--- src/rtl/fir16_pkg.sv ---
// Shared constants and types for the serial 16-tap FIR multiply-accumulate stage.
package fir16_pkg;

    localparam int TAPS   = 16;
    localparam int DATA_W = 16;
    localparam int ACC_W  = 36;   // 2*DATA_W + log2(TAPS): 16 full-scale products cannot overflow
    localparam int FRAC   = 15;
    localparam int IDX_W  = 4;

    // Controller states, kept as plain constants so the encoding stays fixed and visible.
    typedef logic [1:0] state_t;
    localparam state_t IDLE  = 2'd0;
    localparam state_t ACCUM = 2'd1;
    localparam state_t ROUND = 2'd2;

    typedef logic signed [DATA_W-1:0]   sample_t;
    typedef logic signed [DATA_W-1:0]   coeff_t;
    typedef logic signed [2*DATA_W-1:0] prod_t;
    typedef logic signed [ACC_W-1:0]    acc_t;

endpackage

--- src/rtl/fir16_mac_serial_if.sv ---
// Window/result bus between the FIR tap register, the MAC stage and its consumer.
interface fir16_mac_serial_if;
    import fir16_pkg::*;

    logic                    sample_valid;
    logic [TAPS*DATA_W-1:0]  samples_flat;
    logic [TAPS*DATA_W-1:0]  coeffs_flat;
    sample_t                 y_out;
    logic                    y_valid;
    logic                    busy;
    logic                    overrun;

    // Upstream side: presents windows, observes results and status.
    modport master (
        output sample_valid, samples_flat, coeffs_flat,
        input  y_out, y_valid, busy, overrun
    );

    // MAC side.
    modport slave (
        input  sample_valid, samples_flat, coeffs_flat,
        output y_out, y_valid, busy, overrun
    );

endinterface

--- src/rtl/fir16_round_sat.sv ---
// Combinational round-half-up and saturation of a Q.30 accumulator to Q1.15.
module fir16_round_sat
    import fir16_pkg::*;
(
    input  acc_t    i_acc,
    output sample_t o_y
);

    localparam acc_t SAT_MAX = acc_t'(32767);
    localparam acc_t SAT_MIN = acc_t'(-32768);

    acc_t w_biased;
    acc_t w_shifted;

    // Adding half an output LSB before the arithmetic shift rounds ties upward.
    assign w_biased  = i_acc + acc_t'(1 <<< (FRAC - 1));
    assign w_shifted = w_biased >>> FRAC;

    // Clamp the rounded value into the 16-bit signed output range.
    always_comb begin
        // NOTE: o_y gets a value on every path through this block, so no latch is inferred.
        o_y = w_shifted[DATA_W-1:0];
        if (w_shifted > SAT_MAX) begin
            o_y = sample_t'(SAT_MAX);
        end else if (w_shifted < SAT_MIN) begin
            o_y = sample_t'(SAT_MIN);
        end
    end

endmodule

--- src/rtl/fir16_mac_serial.sv ---
// Serial MAC: one 16x16 multiplier walks the captured 16-tap window over 16 cycles,
// then rounds/saturates the sum to Q1.15 and emits it with a one-cycle valid pulse.
module fir16_mac_serial
    import fir16_pkg::*;
(
    input  logic               clk,
    input  logic               reset_n,
    fir16_mac_serial_if.slave  bus
);

    state_t                 r_state;
    logic [IDX_W-1:0]       r_idx;
    acc_t                   r_acc;
    logic [TAPS*DATA_W-1:0] r_samples;
    logic [TAPS*DATA_W-1:0] r_coeffs;
    sample_t                r_y_out;
    logic                   r_y_valid;
    logic                   r_overrun;

    sample_t w_x;
    coeff_t  w_h;
    prod_t   w_prod;
    acc_t    w_prod_ext;
    sample_t w_rounded;

    // 16:1 tap/coefficient select from the captured window.
    assign w_x        = r_samples[r_idx*DATA_W +: DATA_W];
    assign w_h        = r_coeffs[r_idx*DATA_W +: DATA_W];
    assign w_prod     = w_x * w_h;
    assign w_prod_ext = acc_t'(w_prod);

    fir16_round_sat u_round_sat (
        .i_acc (r_acc),
        .o_y   (w_rounded)
    );

    // Controller and datapath: capture in IDLE, accumulate 16 products, round once.
    always_ff @(posedge clk or negedge reset_n) begin
        if (!reset_n) begin
            r_state   <= IDLE;
            r_idx     <= '0;
            r_acc     <= '0;
            // NOTE: the capture registers are cleared so no stale window survives a reset.
            r_samples <= '0;
            r_coeffs  <= '0;
            r_y_out   <= '0;
            r_y_valid <= 1'b0;
        end else begin
            // NOTE: non-blocking assignments so every register samples pre-edge values.
            r_y_valid <= 1'b0;
            case (r_state)
                IDLE: begin
                    if (bus.sample_valid) begin
                        r_samples <= bus.samples_flat;
                        r_coeffs  <= bus.coeffs_flat;
                        r_acc     <= '0;
                        r_idx     <= '0;
                        r_state   <= ACCUM;
                    end
                end
                ACCUM: begin
                    r_acc <= r_acc + w_prod_ext;
                    r_idx <= r_idx + 4'd1;
                    if (r_idx == 4'(TAPS - 1)) begin
                        r_state <= ROUND;
                    end
                end
                ROUND: begin
                    r_y_out   <= w_rounded;
                    r_y_valid <= 1'b1;
                    r_state   <= IDLE;
                end
                default: r_state <= IDLE;
            endcase
        end
    end

    // Sticky flag: a strobe arriving mid-computation is dropped and remembered here.
    always_ff @(posedge clk or negedge reset_n) begin
        if (!reset_n) begin
            r_overrun <= 1'b0;
        end else if (bus.sample_valid && (r_state != IDLE)) begin
            r_overrun <= 1'b1;
        end
    end

    assign bus.y_out   = r_y_out;
    assign bus.y_valid = r_y_valid;
    assign bus.busy    = (r_state != IDLE);
    assign bus.overrun = r_overrun;

endmodule

--- src/flat_wrapper.sv ---
// flat-port wrapper written by rule: the top's interface ports become plain ports
module fir16_mac_serial_flat import fir16_pkg::*;
  (clk, reset_n, bus_sample_valid, bus_samples_flat, bus_coeffs_flat, bus_y_out, bus_y_valid, bus_busy, bus_overrun);
  fir16_mac_serial_if bus_i ();
  input  logic clk;
  input  logic reset_n;
  input wire logic [$bits(bus_i.sample_valid)-1:0] bus_sample_valid;
  input wire logic [$bits(bus_i.samples_flat)-1:0] bus_samples_flat;
  input wire logic [$bits(bus_i.coeffs_flat)-1:0] bus_coeffs_flat;
  output wire logic [$bits(bus_i.y_out)-1:0] bus_y_out;
  output wire logic [$bits(bus_i.y_valid)-1:0] bus_y_valid;
  output wire logic [$bits(bus_i.busy)-1:0] bus_busy;
  output wire logic [$bits(bus_i.overrun)-1:0] bus_overrun;
  assign bus_i.sample_valid = bus_sample_valid;
  assign bus_i.samples_flat = bus_samples_flat;
  assign bus_i.coeffs_flat = bus_coeffs_flat;
  assign bus_y_out = bus_i.y_out;
  assign bus_y_valid = bus_i.y_valid;
  assign bus_busy = bus_i.busy;
  assign bus_overrun = bus_i.overrun;
  fir16_mac_serial u_core (.clk(clk), .reset_n(reset_n), .bus(bus_i));
endmodule
--- config.mk ---
export PLATFORM = sky130hd
export DESIGN_NAME = fir16_mac_serial_flat
export DESIGN_NICKNAME = d
export VERILOG_FILES = /design/src/rtl/fir16_pkg.sv /design/src/rtl/fir16_mac_serial_if.sv /design/src/rtl/fir16_round_sat.sv /design/src/rtl/fir16_mac_serial.sv /design/src/flat_wrapper.sv
export SDC_FILE = /design/constraint.sdc
export NUM_CORES = 2
export LEC_CHECK = 0
export BUFFER_PORTS_ARGS = -buffer_cell sky130_fd_sc_hd__buf_2
export CORE_MARGIN = 4
export CORE_UTILIZATION = 60
export CTS_CLUSTER_SIZE = 28
export DETAILED_ROUTE_END_ITERATION = 8
export HOLD_SLACK_MARGIN = 0.15
export PLACE_DENSITY = 0.83
export RECOVER_POWER = 50
export SLEW_MARGIN = 20
export SYNTH_ARGS = -nofsm -noshare
export SYNTH_HDL_FRONTEND = slang
export SYNTH_SLANG_ARGS = --single-unit
--- constraint.sdc ---
create_clock -name clk -period 16.15 [get_ports clk]
set_input_delay 3.23 -clock clk [delete_from_list [all_inputs] [get_ports clk]]
set_output_delay 3.23 -clock clk [all_outputs]
set_load 0.02 [all_outputs]
-- Word-level counts from Yosys, hierarchy flattened
Index checks and enable logic that the tools add are counted.
- shifts and indexed selects: 2
- bitwise operators: 0
- $lt $le $gt $ge: 2
- reductions and logical operators: 7
- add/sub/neg operators: 3
- divide/modulo/power cells: 0
- eq/ne operators: 5
- multiplexer cells: 10
- $mul: 1
- operators with widths (kind ; number):
    $shiftx A256 B9 Y16 ; 2
    $pmux W36 S2 ; 1
    $add A36 B16 Y36 const B ; 1
    $add A36 B32 Y36 ; 1
    $mux W36 ; 1
    $mul A16 B16 Y32 ; 1
    $mux W16 ; 2
    $gt A21 B16 Y1 const B ; 1
    $lt A21 B16 Y1 const B ; 1
    $pmux W4 S2 ; 1
    $reduce_and A2 Y1 ; 3
    $add A4 B1 Y4 const B ; 1
    $eq A4 B4 Y1 const B ; 1
    $mux W2 ; 2
    $mux W4 ; 1
    $pmux W2 S2 ; 1
    $reduce_bool A2 Y1 ; 2
    $eq A2 B1 Y1 const B ; 1
    $eq A2 B2 Y1 const B ; 1
    $logic_not A2 Y1 ; 1
    $ne A2 B1 Y1 const B ; 1
    $ne A2 B2 Y1 const B ; 1
    $logic_and A1 B1 Y1 ; 1
    $mux W1 ; 1
- bits in read-only memories: 0
- logic and storage cells: 38
- input port bits: 515
- bits in latches: 0
- register bits: 572
- output and inout bits: 19
- RAM bits: 0
- memories kept: 0

-- Depth between registers and ports, before layout
- depth after elaboration: 4
- mapped depth: 31
- gate-level depth less buffers: 26

-- Modules after synthesis
A second synthesis with hierarchy kept.
- cell total of the unflattened synthesis: 3121
- area, all modules: 37941.4 um2
- by module, submodules not included (module ; sequential area each (um2) ; area each (um2) ; cells an instance ; instances):
    fir16_mac_serial ; 14313.7 ; 37008.0 ; 2984 ; 1
    fir16_round_sat ; 0.0 ; 933.4 ; 137 ; 1

-- Least setup slack after synthesis
Ideal clock, no wire load.
- kind: reg-to-reg
- start: reg u_core.r_idx[0]
- end: reg u_core.r_acc[22]
- setup slack: 9.086 ns
- arrival time: 6.942 ns
- setup time: 0.122 ns
- cell stages (with the launch flop): 28
- required time: 16.028 ns
- clock period less this slack: 7.064 ns
- buffers on the path: 4
- cell sequence: dfrtp_1 buf_6 buf_6 buf_4 mux4_2 a22oi_1 nand2_1 buf_4 and2_1 fa_1 inv_1 fa_1 fa_1 fa_1 inv_1 fa_1 inv_1 fa_1 inv_1 ha_1 a21oi_1 a21oi_1 a211oi_1 a21oi_1 o21ai_1 a31oi_1 or3_1 a32o_1
- word-level cells in the longest chain between the ends: 4
- elaborated cells between the ends (all ways): 5
- classes of those cells: 1 x add/sub; 1 x mul; 2 x shift; 1 x mux
- RTL lines (what ; line ; text):
    start, declared ; fir16_mac_serial.sv:12 ; logic [IDX_W-1:0] r_idx;
    start signal, assigned ; fir16_mac_serial.sv:63 ; r_idx <= r_idx + 4'd1;
    $shiftx A256 B9 Y16, on equally long branches ; fir16_mac_serial.sv:27, fir16_mac_serial.sv:28 ;
    $mul A16 B16 Y32 (*) ; fir16_mac_serial.sv:29 ; assign w_prod = w_x * w_h;
    $add A36 B32 Y36 (*) ; fir16_mac_serial.sv:62 ; r_acc <= r_acc + w_prod_ext;
    $pmux W36 S2 (*) ; fir16_mac_serial.sv:51 ; case (r_state)
    end signal, assigned ; fir16_mac_serial.sv:62 ;
    end, declared ; fir16_mac_serial.sv:13 ; acc_t r_acc;
Every way passes the cells marked *; elsewhere a longest branch is shown, timed or not.
A chain may end at the register's enable or synchronous reset.

-- Final worst setup path
- start: in bus_sample_valid
- end: reg u_core.r_samples[215]
- word-level cells in the longest chain between the ends: 1
- RTL lines (what ; line ; text):
    start, declared ; flat_wrapper.sv:7 ; input wire logic [$bits(bus_i.sample_valid)-1:0] bus_sample_valid;
    $reduce_and A2 Y1 (no source line) ; - ;
    end signal, assigned ; fir16_mac_serial.sv:54 ; r_samples <= bus.samples_flat;
    end, declared ; fir16_mac_serial.sv:14 ; logic [TAPS*DATA_W-1:0] r_samples;
No other way between the ends.

==> results_dict.tcl <==
set metrics [dict create \
    status "complete, but fails checks" \
    violations "max-capacitance violations, max-slew violations" \
    synth_top_area_cell "dfrtp_1" \
    worstSkewPairLatency_ns 0.65 \
    crit_required_ns 16.69 \
    drv_slew 947 \
    drive_gt1_share_pct 15.4 \
    skew_ns 0.0739 \
    nNetsFinal 5510 \
    dpl.hpwl_mm 83.4 \
    fin_util_pct 68.8 \
    hold_violations 0 \
    synth_seq_area_share_pct 37.7 \
    postRouteAntennaNets 0 \
    start_kind "input pin" \
    portBuffers 533 \
    cts.clk_slew.worst_paths_ns 0.06 \
    drt_iter0_markers 3555 \
    syn_avg_cell_area_um2 9.10 \
    cts_max_level 2 \
    root_buffer "clkbuf_16" \
    yosysUniqueCellTypes 71 \
    crit_type "in -> reg" \
    grt_pass1_vias 31700 \
    viasPerCell 5.70 \
    post-route-period-util_pct 71.2 \
    synth_flop_cell "dfrtp_1" \
    clock_path_buffers 3 \
    critPathCaptureType "flip-flop" \
    finalSetupTns_ns 0 \
    cts_setup_buffers 0 \
    synth_fp_nets 5113 \
    cts_made_buffers 60 \
    whs_ns 0.455 \
    syn-cell-area_um2 38000 \
    core_area_um2 62200 \
    ys_ff_latch 572 \
    async_flop_share_pct 100 \
    overflow 0 \
    finalSetupViolations 0 \
    die_x_um 260 \
    place_congestion 0.957 \
    dieHeight_um 260 \
    io_pins 534 \
    numClockSinks 572 \
    yosys_warnings 0 \
    synth_area_leaders "dfrtp_1 (38%), nand2_1 (17%), fa_1 (17%)" \
    syn_to_final_growth_pct 12.6 \
    maxCapViolations 11 \
    fmax_mhz 87.0 \
    rows 91 \
    hold_path.class "reg -> reg" \
    dp.cells 5347 \
    drt_wl_total_mm 113 \
    num_antenna_cells 0 \
    layout_commonest_cell "nand2_1" \
    mostFrequentLayoutCells "nand2_1 (1730), dfrtp_1 (570), buf_2 (512)" \
    min_period_ns 11.49 \
    initial_utilization_pct 61.1 \
    synthCells 4175 \
    vias 31100 \
    rsz0062_at_grt "no" \
    grt_pass1_wl_mm 177 \
    maxSlewHeadroom_pct -510 \
    worstMarginPinSlew_ns 9.16 \
    antenna_found_initial 4 \
    cts_resized 0 \
    synth_edf_count 0 \
    stdcell_count 5452 \
    wire_per_inst_um 20.8 \
    synth.top_cell.area_share_pct 37.7 \
    cts_tree "yes" \
    hold_buffers 0 \
    grtUsageTotal_pct 33.8 \
    dr.pass1.iters 6 \
    crit_fanout 214 \
    route.detailed.drc 0 \
    grt_max_degree 236 \
    arrival_ns 12.04 \
    dieArea_um2 67400 \
]
==> cell usage after synthesis, drive strengths merged, types with 7 or more instances <==
cell type	instances
nand2	1734
dfrtp	572
inv	385
fa	314
and2	154
clkbuf	150
mux2i	130
ha	109
o21ai	100
buf	74
a221oi	65
mux4	64
a21oi	45
nor2	43
a22oi	33
nand3	31
xnor2	31
nor3	16
xor2	14
nand4	12
a211oi	10
and3	9
o21bai	9
a21o	7
nand2b	7
==> cell families (layout without fill, tap and decap cells) <==
logic type               after synthesis  after routing  synth area share [%]
AO/OA/AOI/OAI                        299            299                  5.26
XOR/XNOR                              45             45                  1.04
adder cells (fa/ha/maj)              423            423                  20.1
buffers and inverters                609           1049                  6.82
flip-flops                           572            572                  37.7
multiplexers                         194            194                  7.22
AND/OR/NAND/NOR                     2033           2033                  21.9
==> final cells by class <==
| class | instances | area, um^2 |
|---|---|---|
| clock buffer | 87 | 1790 |
| clock inverter | 18 | 236 |
| fill | 4696 | 19400 |
| inverter | 385 | 1450 |
| multi-input combinational | 2994 | 21100 |
| sequential | 572 | 14300 |
| tap | 837 | 1050 |
| timing repair buffer | 559 | 2840 |
==> critical path, cell delays in order <==
cell and delay [ns]:
clkbuf_1 0.12, and2_4 0.65, clkbuf_1 6.32, nand2_1 1.13, nand2_1 0.31
==> worst paths after layout <==
path,startpoint,depth (start not counted),end,slack [ns]
setup / recovery,bus_sample_valid,5,u_core.r_samples[215],4.66
hold / removal,u_core.bus.overrun,1,u_core.bus.overrun,0.46
setup reg to reg,u_core.r_idx[0],25,u_core.r_acc[22],5.12
hold reg to reg,u_core.bus.overrun,1,u_core.bus.overrun,0.46
max in group asynchronous,reset_n,4,u_core.r_idx[3],5.22
min in group asynchronous,reset_n,1,u_core.r_coeffs[153],4.66
==> through the flow <==
| stage | setup WS (ns) | cell area (um^2) |
|---|---|---|
| floorplan | 9.09 | 38000 |
| global placement | 6.50 | 40800 |
| detailed placement | 6.48 | 40900 |
| CTS | 6.40 | 42900 |
| global route | 3.62 | 42800 |
| finish | 4.66 | 42800 |
==> registers in the layout, summed over array words and instances (netlist names) <==
register / flops
u_core.r_samples: 256
u_core.bus.overrun: 1
u_core.bus.y_valid: 1
u_core.r_state: 2
u_core.r_coeffs: 256
u_core.r_acc: 36
u_core.bus.y_out: 16
u_core.r_idx: 4
==> layer usage <==
metal | wire [um] | track usage, %
met4 | 5540 | 13.8
met2 | 51900 | 52.6
met3 | 11200 | 6.79
met1 | 44500 | 47.1
met5 | 18 | 0
Power is not shown: default switching activity piles up to over one toggle a cycle in this logic, so the estimate is an artifact.
